### config.mk
export PLATFORM = sky130hd
export DESIGN_NAME = grf_wb_arbiter
export DESIGN_NICKNAME = d
export VERILOG_FILES = /design/src/rtl/grf_wb_arbiter.sv
export SDC_FILE = /design/constraint.sdc
export NUM_CORES = 1
export LEC_CHECK = 0
export BUFFER_PORTS_ARGS = -buffer_cell sky130_fd_sc_hd__buf_2
export CAP_MARGIN = 20
export CELL_PAD_IN_SITES_DETAIL_PLACEMENT = 0
export CELL_PAD_IN_SITES_GLOBAL_PLACEMENT = 1
export CORE_MARGIN = 2
export CORE_UTILIZATION = 29
export DETAILED_ROUTE_END_ITERATION = 7
export GPL_ROUTABILITY_DRIVEN = 0
export PLACE_DENSITY_LB_ADDON = 0.3
export SYNTH_ARGS = -nofsm -noshare
export SYNTH_HDL_FRONTEND = slang
export SYNTH_SLANG_ARGS = --single-unit
### constraint.sdc
create_clock -name clk -period 6.7 [get_ports clk]
set_clock_uncertainty 0.15 [all_clocks]
set_input_delay 1.005 -clock clk [delete_from_list [all_inputs] [get_ports clk]]
set_output_delay 1.005 -clock clk [all_outputs]
set_load 0.05 [all_outputs]
### src/rtl/grf_wb_arbiter.sv
// Sole driver of the GRF write port: merges never-stalled W-stage writebacks with
// queued MDU results, killing stale queued writes so later W-stage writes win (WAW).
module grf_wb_arbiter #(
  parameter int DEPTH = 4,
  parameter int PTR_W = 2
) (
  input  logic              clk,
  input  logic              reset,
  input  logic              w_we,
  input  logic [4:0]        w_addr,
  input  logic [31:0]       w_data,
  input  logic [31:0]       w_pc,
  input  logic              md_valid,
  output logic              md_ready,
  input  logic [4:0]        md_addr,
  input  logic [31:0]       md_data,
  input  logic [31:0]       md_pc,
  output logic              grf_we,
  output logic [4:0]        grf_a3,
  output logic [31:0]       grf_wd,
  output logic [31:0]       grf_pc,
  input  logic [4:0]        query_a,
  output logic              query_pending,
  output logic [PTR_W:0]    fifo_count
);

  localparam logic [PTR_W:0] DEPTH_C = DEPTH[PTR_W:0];

  logic [4:0]       addr_q [DEPTH];
  logic [31:0]      data_q [DEPTH];
  logic [31:0]      pc_q   [DEPTH];
  logic [DEPTH-1:0] kill_q;

  logic [PTR_W-1:0] wr_ptr_q, rd_ptr_q;
  logic [PTR_W:0]   count_q, count_d;

  logic             grf_we_q, grf_we_d;
  logic [4:0]       grf_a3_q, grf_a3_d;
  logic [31:0]      grf_wd_q, grf_wd_d;
  logic [31:0]      grf_pc_q, grf_pc_d;

  logic             w_take, push, pop, empty;
  logic [DEPTH-1:0] occ;
  logic [PTR_W-1:0] off;

  assign empty    = (count_q == '0);
  assign md_ready = reset && (count_q < DEPTH_C);
  assign w_take   = w_we && (w_addr != 5'd0);
  assign push     = md_valid && md_ready && (md_addr != 5'd0);
  assign pop      = !w_take && !empty;

  always_comb begin
    count_d = count_q;
    if (push && !pop)      count_d = count_q + 1'b1;
    else if (!push && pop) count_d = count_q - 1'b1;
  end

  // Output mux: W stage first, then live FIFO head; a killed head pops with we=0.
  always_comb begin
    grf_we_d = 1'b0;
    grf_a3_d = grf_a3_q;
    grf_wd_d = grf_wd_q;
    grf_pc_d = grf_pc_q;
    if (w_take) begin
      grf_we_d = 1'b1;
      grf_a3_d = w_addr;
      grf_wd_d = w_data;
      grf_pc_d = w_pc;
    end else if (!empty && !kill_q[rd_ptr_q]) begin
      grf_we_d = 1'b1;
      grf_a3_d = addr_q[rd_ptr_q];
      grf_wd_d = data_q[rd_ptr_q];
      grf_pc_d = pc_q[rd_ptr_q];
    end
  end

  // An entry is occupied when its distance from the read pointer is below the count.
  always_comb begin
    occ           = '0;
    off           = '0;
    query_pending = 1'b0;
    for (int i = 0; i < DEPTH; i++) begin
      off    = PTR_W'(i) - rd_ptr_q;
      occ[i] = ({1'b0, off} < count_q);
      if (occ[i] && !kill_q[i] && (addr_q[i] == query_a) && (query_a != 5'd0))
        query_pending = 1'b1;
    end
  end

  always_ff @(posedge clk or negedge reset) begin
    if (!reset) begin
      wr_ptr_q <= '0;
      rd_ptr_q <= '0;
      count_q  <= '0;
      kill_q   <= '0;
      grf_we_q <= 1'b0;
      grf_a3_q <= '0;
      grf_wd_q <= '0;
      grf_pc_q <= '0;
    end else begin
      for (int i = 0; i < DEPTH; i++)
        if (w_take && (addr_q[i] == w_addr)) kill_q[i] <= 1'b1;
      if (push) begin
        kill_q[wr_ptr_q] <= w_take && (md_addr == w_addr);
        wr_ptr_q         <= wr_ptr_q + 1'b1;
      end
      if (pop) rd_ptr_q <= rd_ptr_q + 1'b1;
      count_q  <= count_d;
      grf_we_q <= grf_we_d;
      grf_a3_q <= grf_a3_d;
      grf_wd_q <= grf_wd_d;
      grf_pc_q <= grf_pc_d;
    end
  end

  always_ff @(posedge clk) begin
    if (push) begin
      addr_q[wr_ptr_q] <= md_addr;
      data_q[wr_ptr_q] <= md_data;
      pc_q[wr_ptr_q]   <= md_pc;
    end
  end

  assign grf_we     = grf_we_q;
  assign grf_a3     = grf_a3_q;
  assign grf_wd     = grf_wd_q;
  assign grf_pc     = grf_pc_q;
  assign fifo_count = count_q;

endmodule

Yosys cells after proc, flatten, opt, wreduce, memory -nomap -nowiden
Memory sizes are Yosys's and may differ from the RTL's.
Cells that the tools add are included.
{ "totals": {"register_bits": 81, "ram_bits": 276, "in_bits": 147, "out_inout_bits": 75, "elab_cells": 103, "n_memories": 3} }
{ "op_classes": {"n_addsub": 8, "n_lt_le_gt_ge": 8, "n_eq_ne": 9, "muxes": 26, "n_reduce_logical": 41} }
{ "memory_table": {"columns": ["memory", "depth", "word_bits", "rd", "rd_ports_with_merged_regs", "write_ports", "line", "source"], "rows": [
  ["data_q", 4, 32, 1, 0, 1, "30", "logic [31:0] data_q [DEPTH];"],
  ["pc_q", 4, 32, 1, 0, 1, "31", "logic [31:0] pc_q [DEPTH];"],
  ["addr_q", 4, 5, 5, 0, 1, "29", "logic [4:0] addr_q [DEPTH];"]
]} }
{ "op_table": {"columns": ["op", "n"], "rows": [
  ["2-to-1 mux 32 bit", 4],
  ["== test 5 bit", 9],
  ["logical AND 1 bit", 26],
  ["nonzero test 5 bit", 3],
  ["2-to-1 mux 1 bit", 14],
  ["less-than comparator 2 x 3 -> 1 bit", 4],
  ["2-to-1 mux 5 bit", 2],
  ["zero test 1 bit", 9],
  ["less-than comparator 2 x 3 -> 1 bit, second input constant", 2],
  ["2-to-1 mux 3 bit", 2],
  ["adder 2 x 1 -> 2 bit, second input constant", 2],
  ["bitwise mux 4 bit", 1],
  ["2-to-1 mux 4 bit", 1],
  ["nonzero test 2 bit", 2],
  ["subtractor 1 x 2 -> 2 bit, first input constant", 2],
  ["subtractor 2 bit, first input constant", 2],
  ["adder 3 x 1 -> 3 bit, second input constant", 1],
  ["zero test 3 bit", 1],
  ["less-than comparator 3 bit, second input constant", 1],
  ["subtractor 3 x 1 -> 3 bit, second input constant", 1],
  ["binary-select mux 1 bit (select 2 bit)", 1],
  ["demux 1 bit (select 2 bit)", 1],
  [">= comparator 2 x 1 -> 1 bit, second input constant", 1]
]} }

Longest topological paths before layout
Gate-level depths: netlist of run 1.
{ "depth": {"word_depth": 9, "mapped_depth": 11, "mapped_depth_nobuf": 10} }

Worst setup path before layout of run 1
OpenSTA, ideal clock, no wires.
{ "synth_path": {"path_kind": "input to register", "startpoint": "in reset", "endpoint": "mem addr_q[0][0] (enable)", "setup_time_ns": 0.436, "t_arrival_ns": 3.949, "required_ns": 6.114, "setup_slack_ns": 2.165, "cell_stages": 4, "n_path_buf": 0, "cell_sequence": "nor2b_1 > nand2_1 > a21oi_1 > and2_1"} }
{ "synth_between": {"elab_chain_len": 5} }
{ "synth_rtl": {"columns": ["item", "line", "source"], "rows": [
  ["start, declared", "8", "input logic reset,"],
  ["logical AND 1 bit", "47", "assign md_ready = reset && (count_q < DEPTH_C);"],
  ["logical AND 1 bit (2 in series)", "49", "assign push = md_valid && md_ready && (md_addr != 5'd0);"],
  ["via push", "42", "logic w_take, push, pop, empty;"],
  ["2-to-1 mux 1 bit", "117", "if (push) begin"],
  ["2-to-1 mux 1 bit (not written as such)", "118", "addr_q[wr_ptr_q] <= md_addr;"],
  ["end, declared", "29", null]
]} }
The timed path passes the listed nets, and every way through them passes these cells.

Worst setup path after layout of run 1
{ "layout_path": {"startpoint": "reg rd_ptr_q[0]", "endpoint": "out query_pending"} }
{ "layout_between": {"elab_chain_len": 9} }
{ "layout_rtl": {"columns": ["item", "line", "source"], "rows": [
  ["start, declared", "34", "logic [PTR_W-1:0] wr_ptr_q, rd_ptr_q;"],
  ["start signal, assigned", "107", "if (pop) rd_ptr_q <= rd_ptr_q + 1'b1;"],
  ["subtractor 1 x 2 -> 2 bit", "83", "off = PTR_W'(i) - rd_ptr_q;"],
  ["less-than comparator 2 x 3 -> 1 bit", "84", "occ[i] = ({1'b0, off} < count_q);"],
  ["logical AND 1 bit (3 in series)", "85", "if (occ[i] && !kill_q[i] && (addr_q[i] == query_a) && (query_a != 5'd0))"],
  ["2-to-1 mux 1 bit (3 in series)", "85", null],
  ["2-to-1 mux 1 bit *", "85", null],
  ["end, declared", "23", "output logic query_pending,"]
]} }
Every way passes the cells marked *; elsewhere a longest branch is shown, timed or not.

==> results of run 1 <==
sequential cells by signal (all words and copies together) (netlist names):
| signal | flops |
|---|---|
| wr_ptr_q | 2 |
| grf_a3 | 5 |
| pc_q | 128 |
| data_q | 128 |
| fifo_count | 3 |
| grf_pc | 32 |
| grf_we | 1 |
| kill_q | 4 |
| rd_ptr_q | 2 |
| addr_q | 20 |
| grf_wd | 32 |
cells in the mapped netlist (all sizes together):
cell     instances  area (µm²)
nor3             4       20.02
o21ai           75       375.4
nand4            5       31.28
xnor2           35       306.5
a2111oi          4       35.03
o21a             1       15.01
nor2b            1       6.260
nor2             6       41.29
mux2i           73       730.7
clkbuf          20       83.83
buf             29       168.9
mux2             1       11.26
xor2            17       148.9
a31oi            4       25.02
or4              1       11.26
and2             4       25.02
nand2           72       270.3
edfxtp         276        8288
ha               9       112.6
fa               1       20.02
a21oi            4       20.02
dfrtp           81        2027
inv             14       52.55
nor4             5       31.28
mux4            70        1577
area by class of cell:
class | count | share of cell area (%)
Clock buffer | 51 | 6.343
Timing Repair Buffer | 232 | 6.777
Multi-Input combinational cell | 392 | 21.82
Tap cell | 664 | 4.727
Inverter | 14 | 0.2990
Clock inverter | 23 | 1.246
Antenna cell | 4 | 0.05695
Sequential cell | 357 | 58.73
layer usage:
metal,wire [µm],GRT usage [%]
met5,48,0
met3,1823,3.110
met2,16320,21.68
met4,739,4.512
met1,15300,17.80
power by group through the flow:
stage                     sequential (mW)  clock (mW)  combinational, mW
after floorplan                      3.77           0               1.29
after global placement               3.12           0               2.64
after detailed placement             3.12           0               2.67
after CTS                            3.07        2.29               2.67
after global routing                 3.12        2.36               2.81
final                                3.06        2.21               2.60
worst max-delay path: stages (launching register included):
cell	delay [ns]
sky130_fd_sc_hd__dfrtp_4	0.97
sky130_fd_sc_hd__xnor2_1	0.24
sky130_fd_sc_hd__inv_1	0.07
sky130_fd_sc_hd__ha_1	0.18
sky130_fd_sc_hd__inv_1	0.04
sky130_fd_sc_hd__o21ai_0	0.07
sky130_fd_sc_hd__a2111oi_0	0.39
sky130_fd_sc_hd__nor4_1	0.11
sky130_fd_sc_hd__a21oi_1	0.13
sky130_fd_sc_hd__buf_2	0.28
metrics by stage:
| stage | std cells | hold WS, ns | instance area (µm²) | utilization [%] | setup slack (ns) |
|---|---|---|---|---|---|
| floorplan | 812 | 0.3656 | 14430 | - | 2.165 |
| global placement | 1659 | 0.3144 | 16230 | 33.09 | 2.747 |
| detailed placement | 1659 | 0.3226 | 16230 | 33.09 | 2.683 |
| CTS | 1733 | 0.3355 | 17570 | 35.81 | 2.405 |
| global route | 1733 | 0.3568 | 17570 | 35.81 | 2.199 |
| finish | 1737 | 0.3294 | 17580 | 35.83 | 2.513 |
cells by family after synthesis:
group / Yosys count / share of synthesized area, %
AOI/OAI and AO/OA: 88 / 3.259
xor gates and xnor gates: 52 / 3.155
adders and majority gates: 10 / 0.9189
buffers and inverters: 63 / 2.115
DFF: 357 / 71.46
muxes: 144 / 16.06
and+or+nand+nor: 98 / 3.025
how the worst max path moves through the flow:
stage	start	endpoint	slack (ns)	depth (start not counted)
after global placement	reset	data_q[1][28]	2.75	6
final	rd_ptr_q[0]	query_pending	2.51	9
after global routing	rd_ptr_q[0]	query_pending	2.20	9
after CTS	rd_ptr_q[0]	query_pending	2.40	9
after detailed placement	reset	data_q[1][28]	2.68	6
after floorplan	reset	addr_q[0][0]	2.16	4
==> flow_metrics.tcl, run 1 <==
set metrics [dict create \
    run_status "finished, final reports clean" \
    synth_seq_cells 357 \
    cts_htree_levels 2 \
    post_synth_instance_area_um2 14430 \
    synthDistinctLibCells 33 \
    postSynthNetCount 969 \
    worstSetupEndpointType "primary output" \
    timing_worst_slew_pin_value_ns 0.9014 \
    timing.final.crit_period_ns 4.187 \
    power_switching_mw 2.876 \
    reg2reg_launch_point "rd_ptr_q[0]" \
    first_global_vias 8130 \
    hold_path_end "grf_wd[19]" \
    cts.repair.resized 0 \
    final_common_cell "sky130_fd_sc_hd__edfxtp_1" \
    yosysWarnings 0 \
    groute.usage.overall_pct 13.40 \
    rows 81 \
    port_buffers 221 \
    cts_hold_buf 0 \
    drt_first_iter_violations 486 \
    initial_util_pct 29.43 \
    required_ns 5.54 \
    drive_gt1_share_pct 34.89 \
    drc_errors 0 \
    max_cap_viol_count 0 \
    vias_per_cell 4.451 \
    hold_path.startpoint "grf_wd[19]" \
    synthToLayoutAreaGrowth_pct 21.77 \
    power.switching_fraction_pct 36.56 \
    grt_setup_unrepaired "no" \
    hold_viol_final 0 \
    worstPathMaxFanout 39 \
    achievable-frequency_mhz 238.8 \
    timing_worst_setup_path_type "flip-flop to primary output" \
    slew_viol_final 0 \
    maximum_number_of_pins_on_one_net_before_global_route_repair 74 \
    powerDensity_nw_per_um2 447.5 \
    cts_tree "built" \
    cts_made_buffers 41 \
    startpoint_kind_of_the_worst_setup_timing_path "flip-flop" \
    finalSetupViolations 0 \
    grt-ovfl-total 0 \
    routed_wirelength_mm 34.24 \
    grt_first_pass_wirelength_mm 51.26 \
    p_int_mw 4.989 \
    antenna_left 0 \
    clkTransAtPathRegs_ns 0.06 \
    most-common-layout-cells "276 x sky130_fd_sc_hd__edfxtp_1, 220 x sky130_fd_sc_hd__buf_2, 79 x sky130_fd_sc_hd__dfrtp_1" \
    power.share.combinational_pct 33.0 \
    regToRegSetupSlack_ns 3.35 \
    hold-path-cell-count 2 \
    vdd.ir_drop.worst_mv 0.2481 \
    syn_inst 812 \
    clock_network_latency_to_the_later_pin_of_the_worst_skew_pair_ns 0.55 \
    multi_input_area_um2 3835 \
    maxSlewHeadroom_pct 39.91 \
    seqPwrFrac_pct 38.9 \
    critical_path.reg2reg.endpoint "grf_a3[2]" \
    route.vias.total 7731 \
    die_width_um 227.1 \
    regArea_um2 10320 \
    area_of_the_die_um2 51570 \
    hpwlAfterDp_mm 22.11 \
    cts.sinks 357 \
    routedWlPerCell_um 19.71 \
    syn_area_per_cell_um2 17.78 \
    p_clk_share_pct 28.1 \
    hold_path_class "flip-flop to flip-flop" \
    overall_power_after_layout_mw 7.865 \
    detail_route.first_pass.iterations 4 \
    grt_antenna_before_repair 7 \
    worstRegToRegCells 5 \
    cts_root_buffer "sky130_fd_sc_hd__clkbuf_16" \
    tns_ns 0 \
    timing.final.crit_share_pct 62.49 \
    fillCellCount 4754 \
    post-cts-setup-buffers 0 \
    design.portCount 222 \
    timing.critical_path.arrival_ns 3.03 \
    floorplan.core_area_um2 49050 \
    dieHeight_um 227.1 \
    layout.nets 1195 \
    ys_seq_area_share_pct 71.46 \
    cts.path.max_buffers 3 \
    cellLeakagePower_nw 6.460 \
]
No activity file was read; power rests on OpenSTA's default activity.
==> run 2, diff against run 1 <==
Clock period 6.7 ns to 4.1 ns, I/O delays scaled along.
==> run 2 against run 1 <==
- the run now ends with negative hold slack left
- largest cell class unchanged
- via count down 0.22%
- design area up 0.58%
- global-route usage about the same
- highest routed layer unchanged
- core utilization up 0.21 points
- total power up 62%
==> flow_metrics.tcl, run 2 (synthesis results as in run 1) <==
set metrics [dict create \
    die_width_um 227.1 \
    route.vias.total 7714 \
    first_global_vias 8143 \
    hpwlAfterDp_mm 21.90 \
    worstSetupEndpointType "primary output" \
    startpoint_kind_of_the_worst_setup_timing_path "flip-flop" \
    run_status "finished, violations left" \
    power.switching_fraction_pct 36.52 \
    most-common-layout-cells "276 x sky130_fd_sc_hd__edfxtp_1, 220 x sky130_fd_sc_hd__buf_2, 79 x sky130_fd_sc_hd__dfrtp_1" \
    timing.critical_path.arrival_ns 2.97 \
    maxSlewHeadroom_pct 48.02 \
    drive_gt1_share_pct 35.20 \
    p_int_mw 8.099 \
    timing_worst_setup_path_type "flip-flop to primary output" \
    rows 81 \
    vias_per_cell 4.436 \
    pre_cts_slack_ns 0.8665 \
    cts_root_buffer "sky130_fd_sc_hd__clkbuf_16" \
    tns_ns 0 \
    routedWlPerCell_um 19.51 \
    clkTransAtPathRegs_ns 0.06 \
    cts.repair.resized 0 \
    power.share.combinational_pct 33.7 \
    failed_checks "negative hold slack" \
    cts_hold_buf 0 \
    clock_network_latency_to_the_later_pin_of_the_worst_skew_pair_ns 0.55 \
    hold_viol_final 2 \
    top_usage_layer "met2" \
    timing.final.crit_share_pct 91.02 \
    floorplan.core_area_um2 49050 \
    grt_antenna_before_repair 5 \
    required_ns 3.34 \
    dieHeight_um 227.1 \
    area_of_the_die_um2 51570 \
    routed_wirelength_mm 33.93 \
    groute.usage.overall_pct 13.45 \
    grt_util_met1_pct 18.54 \
    vdd.ir_drop.worst_mv 0.3579 \
    cts_tree "built" \
    p_clk_share_pct 27.4 \
    antenna_left 0 \
    cts.path.max_buffers 3 \
    design.portCount 222 \
    overall_power_after_layout_mw 12.76 \
    drt_first_iter_violations 380 \
    synthToLayoutAreaGrowth_pct 22.47 \
    cts.sinks 357 \
    cellLeakagePower_nw 6.498 \
    hold_slack_ns -0.01001 \
    max_cap_viol_count 0 \
    grt-ovfl-total 0 \
    maximum_number_of_pins_on_one_net_before_global_route_repair 53 \
    drc_errors 0 \
    initial_util_pct 29.43 \
    layout.nets 1202 \
    use_met3_pct 2.878 \
    post-route-worst-setup-slack_ns 0.3682 \
    slew_viol_final 0 \
    detail_route.first_pass.iterations 4 \
    achievable-frequency_mhz 268.0 \
    power_switching_mw 4.660 \
    powerDensity_nw_per_um2 721.8 \
    final_common_cell "sky130_fd_sc_hd__edfxtp_1" \
    post-cts-setup-buffers 0 \
    port_buffers 221 \
    finalSetupViolations 0 \
    cts_htree_levels 2 \
    grt_first_pass_wirelength_mm 51.47 \
    worstPathMaxFanout 43 \
    timing_worst_slew_pin_value_ns 0.7796 \
    hold_path_class "input port to async pin" \
    met2_usage_pct 20.97 \
    cts_made_buffers 40 \
    timing.final.crit_period_ns 3.732 \
    biggestRegsByFlops "data_q (128), pc_q (128)" \
    grt_setup_unrepaired "no" \
    seqPwrFrac_pct 38.9 \
]
[run 2: path summary, 6_finish.rpt]
path                       cells past startpoint            end  slack [ns]         from
setup / recovery                               9  query_pending        0.37  rd_ptr_q[1]
setup reg to reg                               5     grf_pc[28]        1.30  rd_ptr_q[1]
min in group clk                               1    pc_q[1][20]        0.12    md_pc[20]
max in group asynchronous                      3     grf_pc[28]        2.71        reset
hold reg to reg                                2     grf_wd[28]        0.33   grf_wd[28]
hold / removal                                 2  fifo_count[2]       -0.01        reset
[run 2: power groups by stage]
stage / logic, mW / clock network, mW / registers [mW]
final: 4.30 / 3.49 / 4.96
after global routing: 4.69 / 3.78 / 5.06
after CTS: 4.41 / 3.63 / 4.98
after detailed placement: 4.42 / 0 / 5.05
after global placement: 4.39 / 0 / 5.03
after floorplan: 2.10 / 0 / 6.15
[run 2: per-layer routing]
layer	up-vias	share of wire, %	routed length [µm]
met1	3880	46	15540
met3	53	5.1	1730
li1	3601	-	-
met4	8	2.2	763
met2	172	47	15830
met5	-	0.16	55
[run 2: critical path, cell delays in order (launching register included)]
cell and delay [ns]:
sky130_fd_sc_hd__dfrtp_4 0.89, sky130_fd_sc_hd__xnor2_1 0.23, sky130_fd_sc_hd__inv_1 0.07, sky130_fd_sc_hd__ha_1 0.18, sky130_fd_sc_hd__inv_1 0.05, sky130_fd_sc_hd__o21ai_0 0.07
sky130_fd_sc_hd__a2111oi_0 0.38, sky130_fd_sc_hd__nor4_1 0.11, sky130_fd_sc_hd__a21oi_1 0.14, sky130_fd_sc_hd__buf_2 0.28
[run 2: through the flow]
step,cells,hold WS (ns),util (%),cell area [µm²]
3_5_place_dp,1667,0.3202,33.42,16390
5_1_grt,1738,0.03377,36.03,17670
4_1_cts,1738,0.004242,36.03,17670
2_1_floorplan,812,0.1694,-,14440
6_report,1739,-0.01001,36.04,17680
3_3_place_gp,1667,0.3123,33.42,16390
[run 2: layout make-up]
cell class,instances,area (µm²)
clock inverters,12,117.6
inverters,14,52.55
flip-flops and latches,357,10320
repair buffers,240,1351
well taps,664,830.8
diodes,1,2.502
clock buffers,59,1165
fillers,4753,31380
multi-input cells,392,3835
